[src/rtl/simd_pkg.sv]
// Shared definitions for the 4-lane 12-bit SIMD adder datapath.
// Used by the operand packer, the SIMD adder wrapper and the result unpacker.
//   LANE_W  : width of one lane
//   LANES   : lanes per packed word
//   SIMD_W  : packed word width
//   CNT_W   : width of a lane index
//   state_t : packer FSM states
//   lane_lsb: bit position of lane k's LSB (lane 0 sits in the top bits)
package simd_pkg;
  localparam int LANE_W = 12;
  localparam int LANES  = 4;
  localparam int SIMD_W = LANE_W * LANES;
  localparam int CNT_W  = $clog2(LANES);

  typedef enum logic {
    FILL = 1'b0,
    HOLD = 1'b1
  } state_t;

  function automatic int lane_lsb(input int k);
    return SIMD_W - LANE_W * (k + 1);
  endfunction
endpackage

[src/rtl/simd_idle_timer.sv]
// Idle timer: counts enabled cycles and pulses expired on the TIMEOUT-th one.
// Ports:
//   clk     in  clock
//   rst     in  synchronous active-low reset
//   enable  in  count this cycle
//   clear   in  return the count to zero (wins over enable)
//   expired out high during the TIMEOUT-th consecutive enabled cycle
// TIMEOUT = 0 disables expiry entirely.
module simd_idle_timer #(
  parameter int TIMEOUT = 8
) (
  input  logic clk,
  input  logic rst,
  input  logic enable,
  input  logic clear,
  output logic expired
);
  localparam int CW = (TIMEOUT > 1) ? $clog2(TIMEOUT) : 1;

  logic [CW-1:0] count_q, count_d;

  always_comb begin
    expired = 1'b0;
    count_d = count_q;
    if (clear) begin
      count_d = '0;
    end else if (enable) begin
      // Expiry is flagged while the last idle cycle is in progress, so the
      // owner acts on the same edge that would have completed the count.
      if ((TIMEOUT > 0) && (count_q == CW'(TIMEOUT - 1))) begin
        expired = 1'b1;
        count_d = '0;
      end else begin
        count_d = count_q + CW'(1);
      end
    end
  end

  always_ff @(posedge clk) begin
    if (!rst) count_q <= '0;
    else      count_q <= count_d;
  end
endmodule

[src/rtl/simd_add4_operand_packer.sv]
// Packs scalar (a,b) operand pairs into LANES-wide words for the SIMD adder.
// Ports:
//   clk, rst            clock, synchronous active-low reset
//   in_valid/in_ready   scalar input handshake
//   in_a, in_b          scalar operands (LANE_W bits, passed bit-exact)
//   in_last             close the current group after this element
//   out_valid/out_ready packed output handshake
//   out_a, out_b        packed operands, lane 0 in the top bits
//   out_mask            out_mask[LANES-1-k] set when lane k carries data
// A group closes on its LANES-th element, on in_last, or after
// FLUSH_TIMEOUT idle cycles with at least one lane filled.
module simd_add4_operand_packer
  import simd_pkg::*;
#(
  parameter int FLUSH_TIMEOUT = 8
) (
  input  logic              clk,
  input  logic              rst,
  input  logic              in_valid,
  output logic              in_ready,
  input  logic [LANE_W-1:0] in_a,
  input  logic [LANE_W-1:0] in_b,
  input  logic              in_last,
  output logic              out_valid,
  input  logic              out_ready,
  output logic [SIMD_W-1:0] out_a,
  output logic [SIMD_W-1:0] out_b,
  output logic [LANES-1:0]  out_mask
);
  state_t             state_q, state_d;
  logic [CNT_W-1:0]   cnt_q, cnt_d;
  logic [SIMD_W-1:0]  buf_a_q, buf_a_d;
  logic [SIMD_W-1:0]  buf_b_q, buf_b_d;
  logic [LANES-1:0]   buf_mask_q, buf_mask_d;
  logic               out_valid_q, out_valid_d;
  logic [SIMD_W-1:0]  out_a_q, out_a_d;
  logic [SIMD_W-1:0]  out_b_q, out_b_d;
  logic [LANES-1:0]   out_mask_q, out_mask_d;

  logic accept, drain, slot_free, timer_en, expired;

  assign in_ready  = (state_q == FILL);
  assign accept    = in_valid & in_ready;
  assign drain     = out_valid_q & out_ready;
  assign slot_free = ~out_valid_q | out_ready;

  // Idle only counts while a partial group is open and nothing arrives.
  assign timer_en  = (state_q == FILL) && (cnt_q != '0) && !accept;

  simd_idle_timer #(
    .TIMEOUT(FLUSH_TIMEOUT)
  ) u_idle_timer (
    .clk    (clk),
    .rst    (rst),
    .enable (timer_en),
    .clear  (!timer_en),
    .expired(expired)
  );

  always_comb begin
    state_d     = state_q;
    cnt_d       = cnt_q;
    buf_a_d     = buf_a_q;
    buf_b_d     = buf_b_q;
    buf_mask_d  = buf_mask_q;
    out_valid_d = out_valid_q;
    out_a_d     = out_a_q;
    out_b_d     = out_b_q;
    out_mask_d  = out_mask_q;

    if (drain) out_valid_d = 1'b0;

    case (state_q)
      FILL: begin
        if (accept) begin
          for (int k = 0; k < LANES; k++) begin
            if (cnt_q == CNT_W'(k)) begin
              buf_a_d[lane_lsb(k) +: LANE_W] = in_a;
              buf_b_d[lane_lsb(k) +: LANE_W] = in_b;
              buf_mask_d[LANES-1-k]          = 1'b1;
            end
          end
          if ((cnt_q == CNT_W'(LANES - 1)) || in_last) begin
            state_d = HOLD;
            cnt_d   = '0;
          end else begin
            cnt_d = cnt_q + CNT_W'(1);
          end
        end else if (expired) begin
          state_d = HOLD;
          cnt_d   = '0;
        end
      end
      HOLD: begin
        // Buffer lanes never written are still zero from the last clear.
        if (slot_free) begin
          out_valid_d = 1'b1;
          out_a_d     = buf_a_q;
          out_b_d     = buf_b_q;
          out_mask_d  = buf_mask_q;
          buf_a_d     = '0;
          buf_b_d     = '0;
          buf_mask_d  = '0;
          state_d     = FILL;
        end
      end
      default: state_d = FILL;
    endcase
  end

  // Group buffer -> output register boundary
  always_ff @(posedge clk) begin
    if (!rst) begin
      state_q     <= FILL;
      cnt_q       <= '0;
      buf_a_q     <= '0;
      buf_b_q     <= '0;
      buf_mask_q  <= '0;
      out_valid_q <= 1'b0;
      out_a_q     <= '0;
      out_b_q     <= '0;
      out_mask_q  <= '0;
    end else begin
      state_q     <= state_d;
      cnt_q       <= cnt_d;
      buf_a_q     <= buf_a_d;
      buf_b_q     <= buf_b_d;
      buf_mask_q  <= buf_mask_d;
      out_valid_q <= out_valid_d;
      out_a_q     <= out_a_d;
      out_b_q     <= out_b_d;
      out_mask_q  <= out_mask_d;
    end
  end

  assign out_valid = out_valid_q;
  assign out_a     = out_a_q;
  assign out_b     = out_b_q;
  assign out_mask  = out_mask_q;
endmodule
[config.mk]
export PLATFORM = sky130hd
export DESIGN_NAME = simd_add4_operand_packer
export DESIGN_NICKNAME = d
export VERILOG_FILES = /design/src/rtl/simd_pkg.sv /design/src/rtl/simd_idle_timer.sv /design/src/rtl/simd_add4_operand_packer.sv
export SDC_FILE = /design/constraint.sdc
export NUM_CORES = 1
export LEC_CHECK = 0
export CORE_ASPECT_RATIO = 2
export CORE_MARGIN = 5
export CORE_UTILIZATION = 52
export DETAILED_ROUTE_END_ITERATION = 10
export GPL_TIMING_DRIVEN = 1
export PLACE_DENSITY = 0.75
export SETUP_SLACK_MARGIN = 0.15
export SLEW_MARGIN = 30
export SYNTH_ARGS = -nofsm -noshare
export SYNTH_HDL_FRONTEND = slang
export SYNTH_HIERARCHICAL = 1
export SYNTH_SLANG_ARGS = --single-unit
[constraint.sdc]
create_clock -name clk -period 2.3 [get_ports clk]
set_input_delay 0.23 -clock clk [delete_from_list [all_inputs] [get_ports clk]]
set_output_delay 0.23 -clock clk [all_outputs]
set_load 0.05 [all_outputs]
== Yosys cells after proc, flatten, opt, wreduce, memory -nomap -nowiden ==
Cells that the tools add are included.

* Register bits: 207
* Bits of input ports: 29
* Output and inout bits: 102
* Bits in writable memories: 0
* Memories kept: 0
* Word-level logic and storage cells: 85
* Memory bits (read-only): 0
* Latch bits: 0

* Equality and inequality tests: 10
* Magnitude comparators: 0
* Div/mod/pow operators: 0
* Add/subtract/negate cells: 2
* Mux-type cells: 33
* Shift operators: 0
* Bitwise operators: 7
* Multipliers: 0
* Reductions and logical operators: 14

{| class="wikitable"
|+ Operator list
! kind !! number
|-
| case mux 48 bit (2 select lines) || 2
|-
| 2-to-1 mux 48 bit || 3
|-
| 2-to-1 mux 12 bit || 8
|-
| 2-to-1 mux 1 bit || 13
|-
| != test 2 x 1 -> 1 bit, second input constant || 6
|-
| AND reduction 3 bit || 4
|-
| 2-to-1 mux 4 bit || 2
|-
| case mux 4 bit (2 select lines) || 1
|-
| 2-to-1 mux 2 bit || 3
|-
| equality test 2 bit, second input constant || 2
|-
| inverter 1 bit || 4
|-
| AND reduction 2 bit || 2
|-
| nonzero test 2 bit || 2
|-
| adder 3 x 1 -> 3 bit, second input constant || 1
|-
| equality test 3 bit, second input constant || 1
|-
| OR reduction 3 bit || 1
|-
| adder 2 x 1 -> 2 bit, second input constant || 1
|-
| AND 1 bit || 2
|-
| equality test 2 x 1 -> 1 bit, second input constant || 1
|-
| logical AND 1 bit || 2
|-
| logical NOT 2 bit || 1
|-
| case mux 1 bit (2 select lines) || 1
|-
| logical NOT 1 bit || 1
|-
| logical OR 1 bit || 1
|-
| bitwise OR 1 bit || 1
|}

== Logic depth before layout (Yosys ltp) ==
Gate-level depths: netlist (run 1).

* Word-level depth: 8
* Depth in mapped cells: 8
* Mapped depth without buffers: 8

== Modules after synthesis ==
Netlist (run 1), hierarchy kept.

{| class="wikitable"
|+ By module, submodules not included
! module !! instances !! sequential area each (um^2) !! area an instance (um^2) !! cells each
|-
| simd_add4_operand_packer || 1 || 4083.9 || 7372.1 || 846
|-
| simd_idle_timer || 1 || 60.1 || 151.4 || 14
|}

== Worst setup path before layout (run 1) ==
Ideal clock, no wire load.

* Path kind: reg2reg
* Start point: reg cnt_q[0]
* End point: reg cnt_q[1]
* Library setup time: 0.128 ns
* Period minus slack after synthesis: 1.675 ns
* Path buffers: 0
* Required time: 2.172 ns
* Arrival: 1.547 ns
* Path slack: 0.625 ns
* Cell stages (with the launch flop): 9
* Path through: dfxtp_1 -> inv_1 -> ha_1 -> or3_1 -> inv_1 -> and3b_1 -> o21bai_1 -> a22oi_1 -> nor2_1

* Longest elaborated chain between the ends: 6
* Elaborated cells on any way between the ends: 11
* Those cells by class: add/sub (1); eq/ne (1); mux (3); reduce/logical (6)

{| class="wikitable"
|+ RTL lines
! element !! line !! RTL
|-
| from (decl) || simd_add4_operand_packer.sv:31 || <nowiki>logic [CNT_W-1:0] cnt_q, cnt_d;</nowiki>
|-
| from (signal assigned) || simd_add4_operand_packer.sv:125 || <nowiki>cnt_q <= cnt_d;</nowiki>
|-
| nonzero test 2 bit || simd_add4_operand_packer.sv:48 || <nowiki>assign timer_en = (state_q == FILL) && (cnt_q != '0) && !accept;</nowiki>
|-
| logical AND 1 bit (2 in series) || simd_add4_operand_packer.sv:48 ||
|-
| net timer_en || simd_add4_operand_packer.sv:40 || <nowiki>logic accept, drain, slot_free, timer_en, expired;</nowiki>
|-
| 2-to-1 mux 1 bit || simd_idle_timer.sv:25 || <nowiki>if (clear) begin</nowiki>
|-
| net expired || simd_add4_operand_packer.sv:40 ||
|-
| nonzero test 2 bit (no source line) || n/a ||
|-
| AND reduction 2 bit (no source line) || n/a ||
|}

The timed path passes the listed nets, and every way through them passes these cells.
A chain may end at the register's enable or synchronous reset.

== Final worst setup path (run 1) ==
* Start point: reg state_q
* End point: out in_ready

* Longest elaborated chain between the ends: 1

{| class="wikitable"
|+ RTL lines
! element !! line !! RTL
|-
| from (decl) || simd_add4_operand_packer.sv:30 || <nowiki>state_t state_q, state_d;</nowiki>
|-
| from (signal assigned) || simd_add4_operand_packer.sv:124 || <nowiki>state_q <= state_d;</nowiki>
|-
| inverter 1 bit (no source line) || n/a ||
|-
| to (decl) || simd_add4_operand_packer.sv:20 || <nowiki>output logic in_ready,</nowiki>
|}

Every way passes these cells.

==> reports/metrics.cfg, run 1 <==
[synth]
yosysSeqAreaShare_pct = 55.08
netlist-cell-type-count = 31
yosys_warnings = 6
syn_avg_cell_area_um2 = 8.748
syn_inst = 860
synth-seq-cells = 207
synth_fp_nets = 895
syn_area_um2 = 7523

[timing]
drv_slew = 0
final-setup-viol-count = 0
setup-tns-final_ns = 0
min_period_ns = 1.991
worst_pin_slew_ns = 0.7247
slew-limit-headroom_pct = 51.69
timing.fmax_mhz = 502.3
rsz0062_at_grt = no
fin_crit_sh_pct = 86.57
hold_viol_final = 0
fin_skew_ns = 0.01247

[worst_setup_path]
arrival_ns = 1.76
slowest_delay_ns = 0.43
crit_required_ns = 2.07
cp_max_fo = 43
worstSetupStartpointType = flop
slowest_stage = dfxtp_4
crit_type = flop to output port
end_kind = output port
path_cells = inv_2 -> buf_4 -> buf_12

[cells_and_area]
multi_input_area_um2 = 2935
drive_gt1_share_pct = 6.821
n_antenna_cell = 0
final_nets = 976
ff_latch_area_um2 = 4148
postLayoutCellArea_um2 = 9422
area_growth_pct = 25.23
finalNonFillerCells = 1145
nFillCells = 1264

[global_routing]
grt_usage_pct = 24.20
grt_pass1_wl_um = 33310
grt_overflow_total = 0
grt_pass1_vias = 6423
grt_max_degree = 122
antenna_found_initial = 0

[floorplanning]
core_area_um2 = 14270
die_y_um = 180.1
start_util_pct = 52.71
rows = 62
die_area_um2 = 17120
die_width_um = 95.06
pin_count = 131

[min_path]
hp-class = input port to flop

[placement]
dp_hpwl_um = 13700
port_buffers = 130
placed_cells = 1113
place_area_um2 = 8825
place.gp.congestion = 0.7974

[routing]
post_drt_wl_per_cell_um = 18.12
vias_per_cell = 5.741
ant_nets = 0
wl_met3_um = 945
drt-met1-wl_um = 7700
dr.pass1.iters = 4
drt_iter0_markers = 315
remaining_drc_errors = 0
wl_um = 20750
wl_met2_um = 10870
vias = 6574
dr.max_layer_used = met4

[cts]
cts_hold_buf = 0
clock_latency_ns = 0.47
post_cts_resized = 0
clockBufferDepth = 3
cts_setup_buffers = 0
htree_levels = 1
cts_tree = yes
cts_sinks = 207
cts-root-buf = clkbuf_16
numCtsBuffers = 18
clkSlewWorstSetupHoldPaths_ns = 0.06

[power]
ir_drop_mv = 0.7199
p_per_area_nw_per_um2 = 764.3
leakage_nw = 3.122

[flow_run]
maxCapViolCount = 0

[outcome]
status = finished, final reports clean

## critical path, delay by kind of cell, from the launching register on
kind                   cells  cell delay, ns
buffers and inverters      3            0.84
DFF                        1            0.43
## stage by stage
step | util (%) | setup WS (ns) | hold slack [ns] | total power [mW]
floorplan | - | 0.6254 | 0.4126 | 4.111
global placement | 61.82 | 0.3062 | 0.4423 | 4.278
detailed placement | 61.82 | 0.2646 | 0.4483 | 4.283
CTS | 65.95 | 0.3241 | 0.3604 | 7.249
global route | 66.01 | 0.2205 | 0.3995 | 7.466
finish | 66.01 | 0.3090 | 0.3418 | 7.201
## synth_stat cells
library cell | n | area share, %
nand3_1 | 100 | 6.7
o21ai_1 | 8 | 0.53
inv_2 | 2 | 0.10
dfxtp_1 | 207 | 55
a2bb2oi_1 | 1 | 0.12
a21oi_1 | 106 | 7.1
buf_4 | 4 | 0.40
clkbuf_2 | 2 | 0.13
and3b_1 | 1 | 0.12
nand3b_2 | 4 | 0.60
clkbuf_1 | 53 | 2.6
mux2i_1 | 2 | 0.27
o22ai_1 | 96 | 8.0
nand2_1 | 122 | 6.1
nor2_1 | 4 | 0.20
nor4b_1 | 1 | 0.12
o21ai_2 | 1 | 0.12
nor2b_2 | 1 | 0.12
inv_1 | 3 | 0.15
buf_1 | 1 | 0.050
o21ai_0 | 96 | 6.4
buf_2 | 18 | 1.2
nand2b_1 | 3 | 0.25
o21bai_1 | 1 | 0.10
ha_1 | 6 | 1.0
or3b_1 | 1 | 0.12
a21oi_2 | 1 | 0.12
a22oi_1 | 1 | 0.10
or3_1 | 1 | 0.083
o21ai_4 | 3 | 0.65
buf_6 | 10 | 1.5
## state kept, by name (all words and copies together) (netlist names)
signal                cells
buf_a_q                  48
buf_b_q                  48
buf_mask_q                4
cnt_q                     2
out_a                    48
out_b                    48
out_mask                  4
out_valid                 1
state_q                   1
u_idle_timer/count_q      3
## path summary, 6_finish.rpt
check,to,slack [ns],startpoint,cells after the start
max,in_ready,0.31,state_q$_SDFF_PN0_,3
min,buf_a_q[40]$_SDFFE_PN0P_,0.34,rst,4
max reg2reg,cnt_q[1]$_SDFFE_PN0P_,0.39,cnt_q[0]$_SDFFE_PN0P_,8
min reg2reg,buf_b_q[38]$_SDFFE_PN0P_,0.46,buf_b_q[38]$_SDFFE_PN0P_,2
## cells in the final DEF, fill, tap and decap left out, types with 2 or more instances in the layout
cell and count:
a21oi_1 106, buf_12 4, buf_4 17, clkbuf_1 2, clkbuf_16 19, clkbuf_8 3
clkdlybuf4s50_1 128, clkinv_2 8, dfxtp_1 206, ha_1 6, inv_1 3, mux2i_1 2
nand2_1 122, nand2b_1 2, nand3_1 100, nand3b_2 4, nor2_1 4, o21ai_0 96
o21ai_1 8, o21ai_4 4, o22ai_1 96
## routing by layer
metal	global-route usage, %	up-vias
met4	13.13	0
met2	42.45	208
li1	-	3212
met1	27.69	3084
met3	3.051	70
met5	0	-
## cells by family after synthesis
logic type      count (synthesis)  share of synthesized area [%]
mux                             2                         0.2661
fa+ha+maj                       6                         0.9978
flops                         207                          55.08
buf+inv                        93                          6.170
compound gates                314                          23.15
simple gates                  238                          14.34
## final cells by class
cell class,instances,share of cell area [%]
timing repair buffer,149,15.80
clock inverter,8,0.6906
inverter,5,0.2125
clock buffer,24,5.564
multi-input combinational,560,31.16
tap,192,2.550
sequential,207,44.02
## report_power, final
part	total [mW]	leakage (nW)	internal (mW)	switching, mW
Combinational	0.527	1.15	0.157	0.370
Clock	3.00	0.300	1.72	1.28
Sequential	3.68	1.67	3.64	0.0378
Total	7.20	3.12	5.52	1.68
(Power assumes the default switching activity.)
==> inputs of run 2 (changes only) <==
--- a/config.mk
+++ b/config.mk
@@ -10,6 +10,7 @@
 export CORE_UTILIZATION = 52
 export DETAILED_ROUTE_END_ITERATION = 10
 export GPL_TIMING_DRIVEN = 1
+export HOLD_SLACK_MARGIN = 0.08
 export PLACE_DENSITY = 0.75
 export SETUP_SLACK_MARGIN = 0.15
 export SLEW_MARGIN = 30
==> results of run 2 <==
The final DEF is identical to that of run 1; final timing and power are the same.
==> RTL change 1: new RTL, settings of run 1 <==
Take the reset off `buf_a_q` and load it in a clocked block of its own.
--- a/src/rtl/simd_add4_operand_packer.sv
+++ b/src/rtl/simd_add4_operand_packer.sv
@@ -113,7 +113,6 @@
     if (!rst) begin
       state_q     <= FILL;
       cnt_q       <= '0;
-      buf_a_q     <= '0;
       buf_b_q     <= '0;
       buf_mask_q  <= '0;
       out_valid_q <= 1'b0;
@@ -123,7 +122,6 @@
     end else begin
       state_q     <= state_d;
       cnt_q       <= cnt_d;
-      buf_a_q     <= buf_a_d;
       buf_b_q     <= buf_b_d;
       buf_mask_q  <= buf_mask_d;
       out_valid_q <= out_valid_d;
@@ -133,6 +131,10 @@
     end
   end
 
+  always_ff @(posedge clk) begin
+    buf_a_q <= buf_a_d;
+  end
+
   assign out_valid = out_valid_q;
   assign out_a     = out_a_q;
   assign out_b     = out_b_q;
Formal check against the unedited RTL: not equivalent (a bounded check fails within 10 cycles, from zero or initial values and one cycle with rst low; the reset may be asserted at any time).
==> RTL change 1 against run 1 <==
- worst setup slack better by 0.013 ns
- synthesized cell count is 13% lower
- routed wire length is 3.2% lower
- design area is 0.41% higher
- total power is 9.9% higher
- area after synthesis is 0.48% lower
- critical path type unchanged
- clock skew is 0.0051 ns lower
- die area is 0.44% lower
- critical endpoint unchanged
- global-route usage is 0.78 points lower
- cell count is 8.2% lower
- sequential cell count stayed put
==> RTL change 1: results <==
INSERT INTO impl_metrics (metric_group, metric, value, unit) VALUES
('place', 'place.detailed.instances', '1020', ''),
('global_routing', 'grt_pass1_wl', '31.3', 'mm'),
('timing', 'worst_pin_slew', '0.826', 'ns'),
('status', 'result_of_the_run', 'finished, final reports clean', ''),
('synthesis', 'synth.cells.most_frequent', 'dfxtp_1, a21oi_1, nand3_1, o21ai_0, nand2_1', ''),
('critical_path', 'rrSetupSlack', '0.36', 'ns'),
('detailed_routing', 'totalWireLength', '20.1', 'mm'),
('global_routing', 'groute.usage.overall', '23.4', '%'),
('place', 'gp_congestion', '0.852', ''),
('synthesis', 'ys_seq_area_share', '61.8', '%'),
('synthesis', 'syn-mean-instance-area', '9.96', 'µm²'),
('synthesis', 'mappedNetlistNets', '787', ''),
('global_routing', 'grt_max_degree', '102', ''),
('place', 'detailedPlace.worstSlack', '0.258', 'ns'),
('timing', 'clock_skew', '0.00734', 'ns'),
('cells_and_area', 'final-instance-count-excl-fill', '1051', ''),
('pwr', 'switching_share', '25.4', '%'),
('timing', 'finalHoldWorstSlack', '0.306', 'ns'),
('pwr', 'power.share.clock', '37.7', '%'),
('detailed_routing', 'routed_via_density', '5.79', '');
[RTL change 1: cell type report]
class                   count  area share, %
clock buffers              28           6.03
flip-flops and latches    207           48.9
well taps                 192           2.54
clock inverters             3          0.172
multi-input cells         466           26.2
repair buffers            150           16.0
inverters                   5          0.198
[RTL change 1: kinds of logic after synthesis]
family,synth area share [%]
AO/OA/AOI/OAI,19.1
buffers and inverters,5.33
adder cells (fa/ha/maj),1.00
AND/OR/NAND/NOR,12.5
flip-flops,61.8
multiplexers,0.267
[RTL change 1: worst max path at each step]
stage / start / endpoint / slack [ns] / cells after the start
2_1_floorplan: cnt_q[0]$_SDFFE_PN0P_ / state_q$_SDFF_PN0_ / 0.66 / 8
3_3_place_gp: in_valid / state_q$_SDFF_PN0_ / 0.39 / 7
3_5_place_dp: in_valid / state_q$_SDFF_PN0_ / 0.26 / 7
4_1_cts: state_q$_SDFF_PN0_ / in_ready / 0.22 / 3
5_1_grt: cnt_q[0]$_SDFFE_PN0P_ / state_q$_SDFF_PN0_ / 0.24 / 8
6_report: state_q$_SDFF_PN0_ / in_ready / 0.32 / 3
[RTL change 1: power by group through the flow]
stage | logic [mW] | registers, mW | clock network (mW)
2_1_floorplan | 0.415 | 4.26 | 0
5_1_grt | 1.00 | 4.00 | 3.18
3_5_place_dp | 0.941 | 4.07 | 0
6_report | 0.944 | 3.99 | 2.98
3_3_place_gp | 0.922 | 4.06 | 0
4_1_cts | 0.945 | 3.99 | 3.02
[RTL change 1: per-layer routing]
layer | part of all wire, % | routed length [µm] | vias to the layer above | GRT usage (%)
li1 | - | - | 2872 | -
met1 | 33 | 6660 | 2922 | 23.6
met2 | 56 | 11100 | 224 | 43.8
met3 | 5.1 | 1030 | 66 | 2.97
met4 | 6.2 | 1240 | 0 | 14.0
met5 | 0 | 0 | - | 0
==> RTL change 2: new RTL, config.mk and constraints of run 1 <==
Without the edit above. Change the parameter `FLUSH_TIMEOUT` from 8 to 32.
--- a/src/rtl/simd_add4_operand_packer.sv
+++ b/src/rtl/simd_add4_operand_packer.sv
@@ -12,7 +12,7 @@
 module simd_add4_operand_packer
   import simd_pkg::*;
 #(
-  parameter int FLUSH_TIMEOUT = 8
+  parameter int FLUSH_TIMEOUT = 32
 ) (
   input  logic              clk,
   input  logic              rst,
Formal check against the unedited RTL: not equivalent (a bounded check fails within 10 cycles, from zero or initial values and one cycle with rst low).
==> RTL change 2 against run 1 <==
- design area is 0.53% higher
- highest routed layer unchanged
- worst hold slack worse by 0.0015 ns
- synthesized cell count is 1.5% higher
- routed wire length is 2.8% higher
- sequential cell count is 2 higher
- worst setup slack worse by 0.029 ns
- total power is 1.6% lower
- area after synthesis is 1.6% higher
- critical endpoint is now buf_b_q[21]$_SDFFE_PN0P_
==> RTL change 2: results <==
INSERT INTO impl_metrics (metric_group, metric, value, unit) VALUES
('cells_and_area', 'final_layout_size_suffix_gt1_share', '5.95', '%'),
('critical_path', 'crit_path_top_delay_cell', 'o21ai_4', ''),
('pwr', 'power.ir.vdd_worst', '587', 'µV'),
('detailed_routing', 'totalWireLength', '21.3', 'mm'),
('synthesis', 'ys_seq_area_share', '54.7', '%'),
('critical_path', 'crit_arrival', '2.36', 'ns'),
('global_routing', 'number_of_global_route_vias_before_repair', '6487', ''),
('place', 'hpwl', '13.8', 'mm'),
('status', 'result_of_the_run', 'finished, final reports clean', ''),
('place', 'placedInstanceArea', '8930', 'µm²'),
('critical_path', 'worst_r2r_endpoint', 'buf_b_q[21]$_SDFFE_PN0P_', ''),
('synthesis', 'mappedNetlistNets', '908', ''),
('pwr', 'power.internal', '5.39', 'mW'),
('detailed_routing', 'drt_first_pass_iters', '5', ''),
('detailed_routing', 'detailroute.via_count', '6686', ''),
('critical_path', 'critPathCaptureType', 'flip-flop', ''),
('detailed_routing', 'routed_via_density', '5.81', ''),
('critical_path', 'depth_of_the_most_critical_reg_to_reg_path', '4', ''),
('critical_path', 'critical_path.top_delay_family', 'compound AO/OA/AOI/OAI gates', ''),
('critical_path', 'rrSetupSlack', '0.28', 'ns'),
('synthesis', 'synth.cells.most_frequent', 'dfxtp_1, nand2_1, a21oi_1, nand3_1, o21ai_0', ''),
('critical_path', 'cp_max_fo', '72', ''),
('place', 'gp_congestion', '0.792', ''),
('detailed_routing', 'drt-initial-drc-count', '415', ''),
('pwr', 'leak_pwr', '3.12', 'nW');
## RTL change 2: worst reg2reg max path, delay by kind of cell, from the launching register on
family | cells | cell delay (ns)
AOI/OAI and AO/OA | 2 | 0.87
DFF | 1 | 0.55
buffers and inverters | 2 | 0.46
## RTL change 2: worst min-delay path by stage
| stage | slack, ns | endpoint | depth (start not counted) | start |
|---|---|---|---|---|
| after floorplan | 0.44 | buf_a_q[20]$_SDFFE_PN0P_ | 2 | buf_a_q[20]$_SDFFE_PN0P_ |
| after global placement | 0.44 | buf_a_q[21]$_SDFFE_PN0P_ | 2 | buf_a_q[21]$_SDFFE_PN0P_ |
| after detailed placement | 0.45 | buf_a_q[6]$_SDFFE_PN0P_ | 2 | buf_a_q[6]$_SDFFE_PN0P_ |
| after CTS | 0.35 | buf_b_q[41]$_SDFFE_PN0P_ | 4 | rst |
| after global routing | 0.40 | buf_b_q[17]$_SDFFE_PN0P_ | 4 | rst |
| final | 0.34 | buf_b_q[36]$_SDFFE_PN0P_ | 4 | rst |
## RTL change 2: power groups by stage
stage | Sequential (mW) | Combinational [mW] | Clock, mW
6_report | 3.72 | 0.526 | 2.84
5_1_grt | 3.72 | 0.565 | 3.01
4_1_cts | 3.72 | 0.523 | 2.88
2_1_floorplan | 3.82 | 0.326 | 0
3_5_place_dp | 3.80 | 0.522 | 0
3_3_place_gp | 3.80 | 0.515 | 0
## RTL change 2: final cells by class
cell class | instances | area (µm²)
timing repair buffer | 147 | 1490
clock inverter | 2 | 12.5
sequential | 209 | 4190
fill | 1281 | 4960
multi-input combinational | 569 | 3000
inverter | 6 | 23.8
tap | 192 | 240
clock buffer | 25 | 518
## RTL change 2: repair_timing
item                                    4_1_cts  5_1_grt
hold buffers                                  0        0
endpoints found under the hold margin         0        0
endpoints found under the setup margin        0        1
## RTL change 2: cells by family (layout without fill, tap and decap cells)
kind of cell,after synthesis,in the layout,synth area share (%)
compound gates,316,316,22.9
simple gates,244,244,14.8
flops,209,209,54.7
buf+inv,95,180,6.27
fa+ha+maj,6,6,0.982
mux,2,2,0.262
xor+xnor,1,1,0.115
## RTL change 2: per-layer routing
layer / share of wire [%] / GRT usage [%] / up-vias
met5: 0 / 0 / -
met2: 54 / 43.0 / 225
met1: 35 / 27.5 / 3155
met3: 5.3 / 3.44 / 58
met4: 5.5 / 12.7 / 0
li1: - / - / 3248
## RTL change 2: metrics by stage
| stage | total power [mW] | setup WS (ns) | hold WS, ns |
|---|---|---|---|
| after floorplan | 4.15 | 0.578 | 0.436 |
| after detailed placement | 4.32 | 0.303 | 0.448 |
| after CTS | 7.12 | 0.317 | 0.349 |
| after global routing | 7.30 | 0.158 | 0.396 |
| after global placement | 4.31 | 0.374 | 0.443 |
| final | 7.08 | 0.280 | 0.340 |
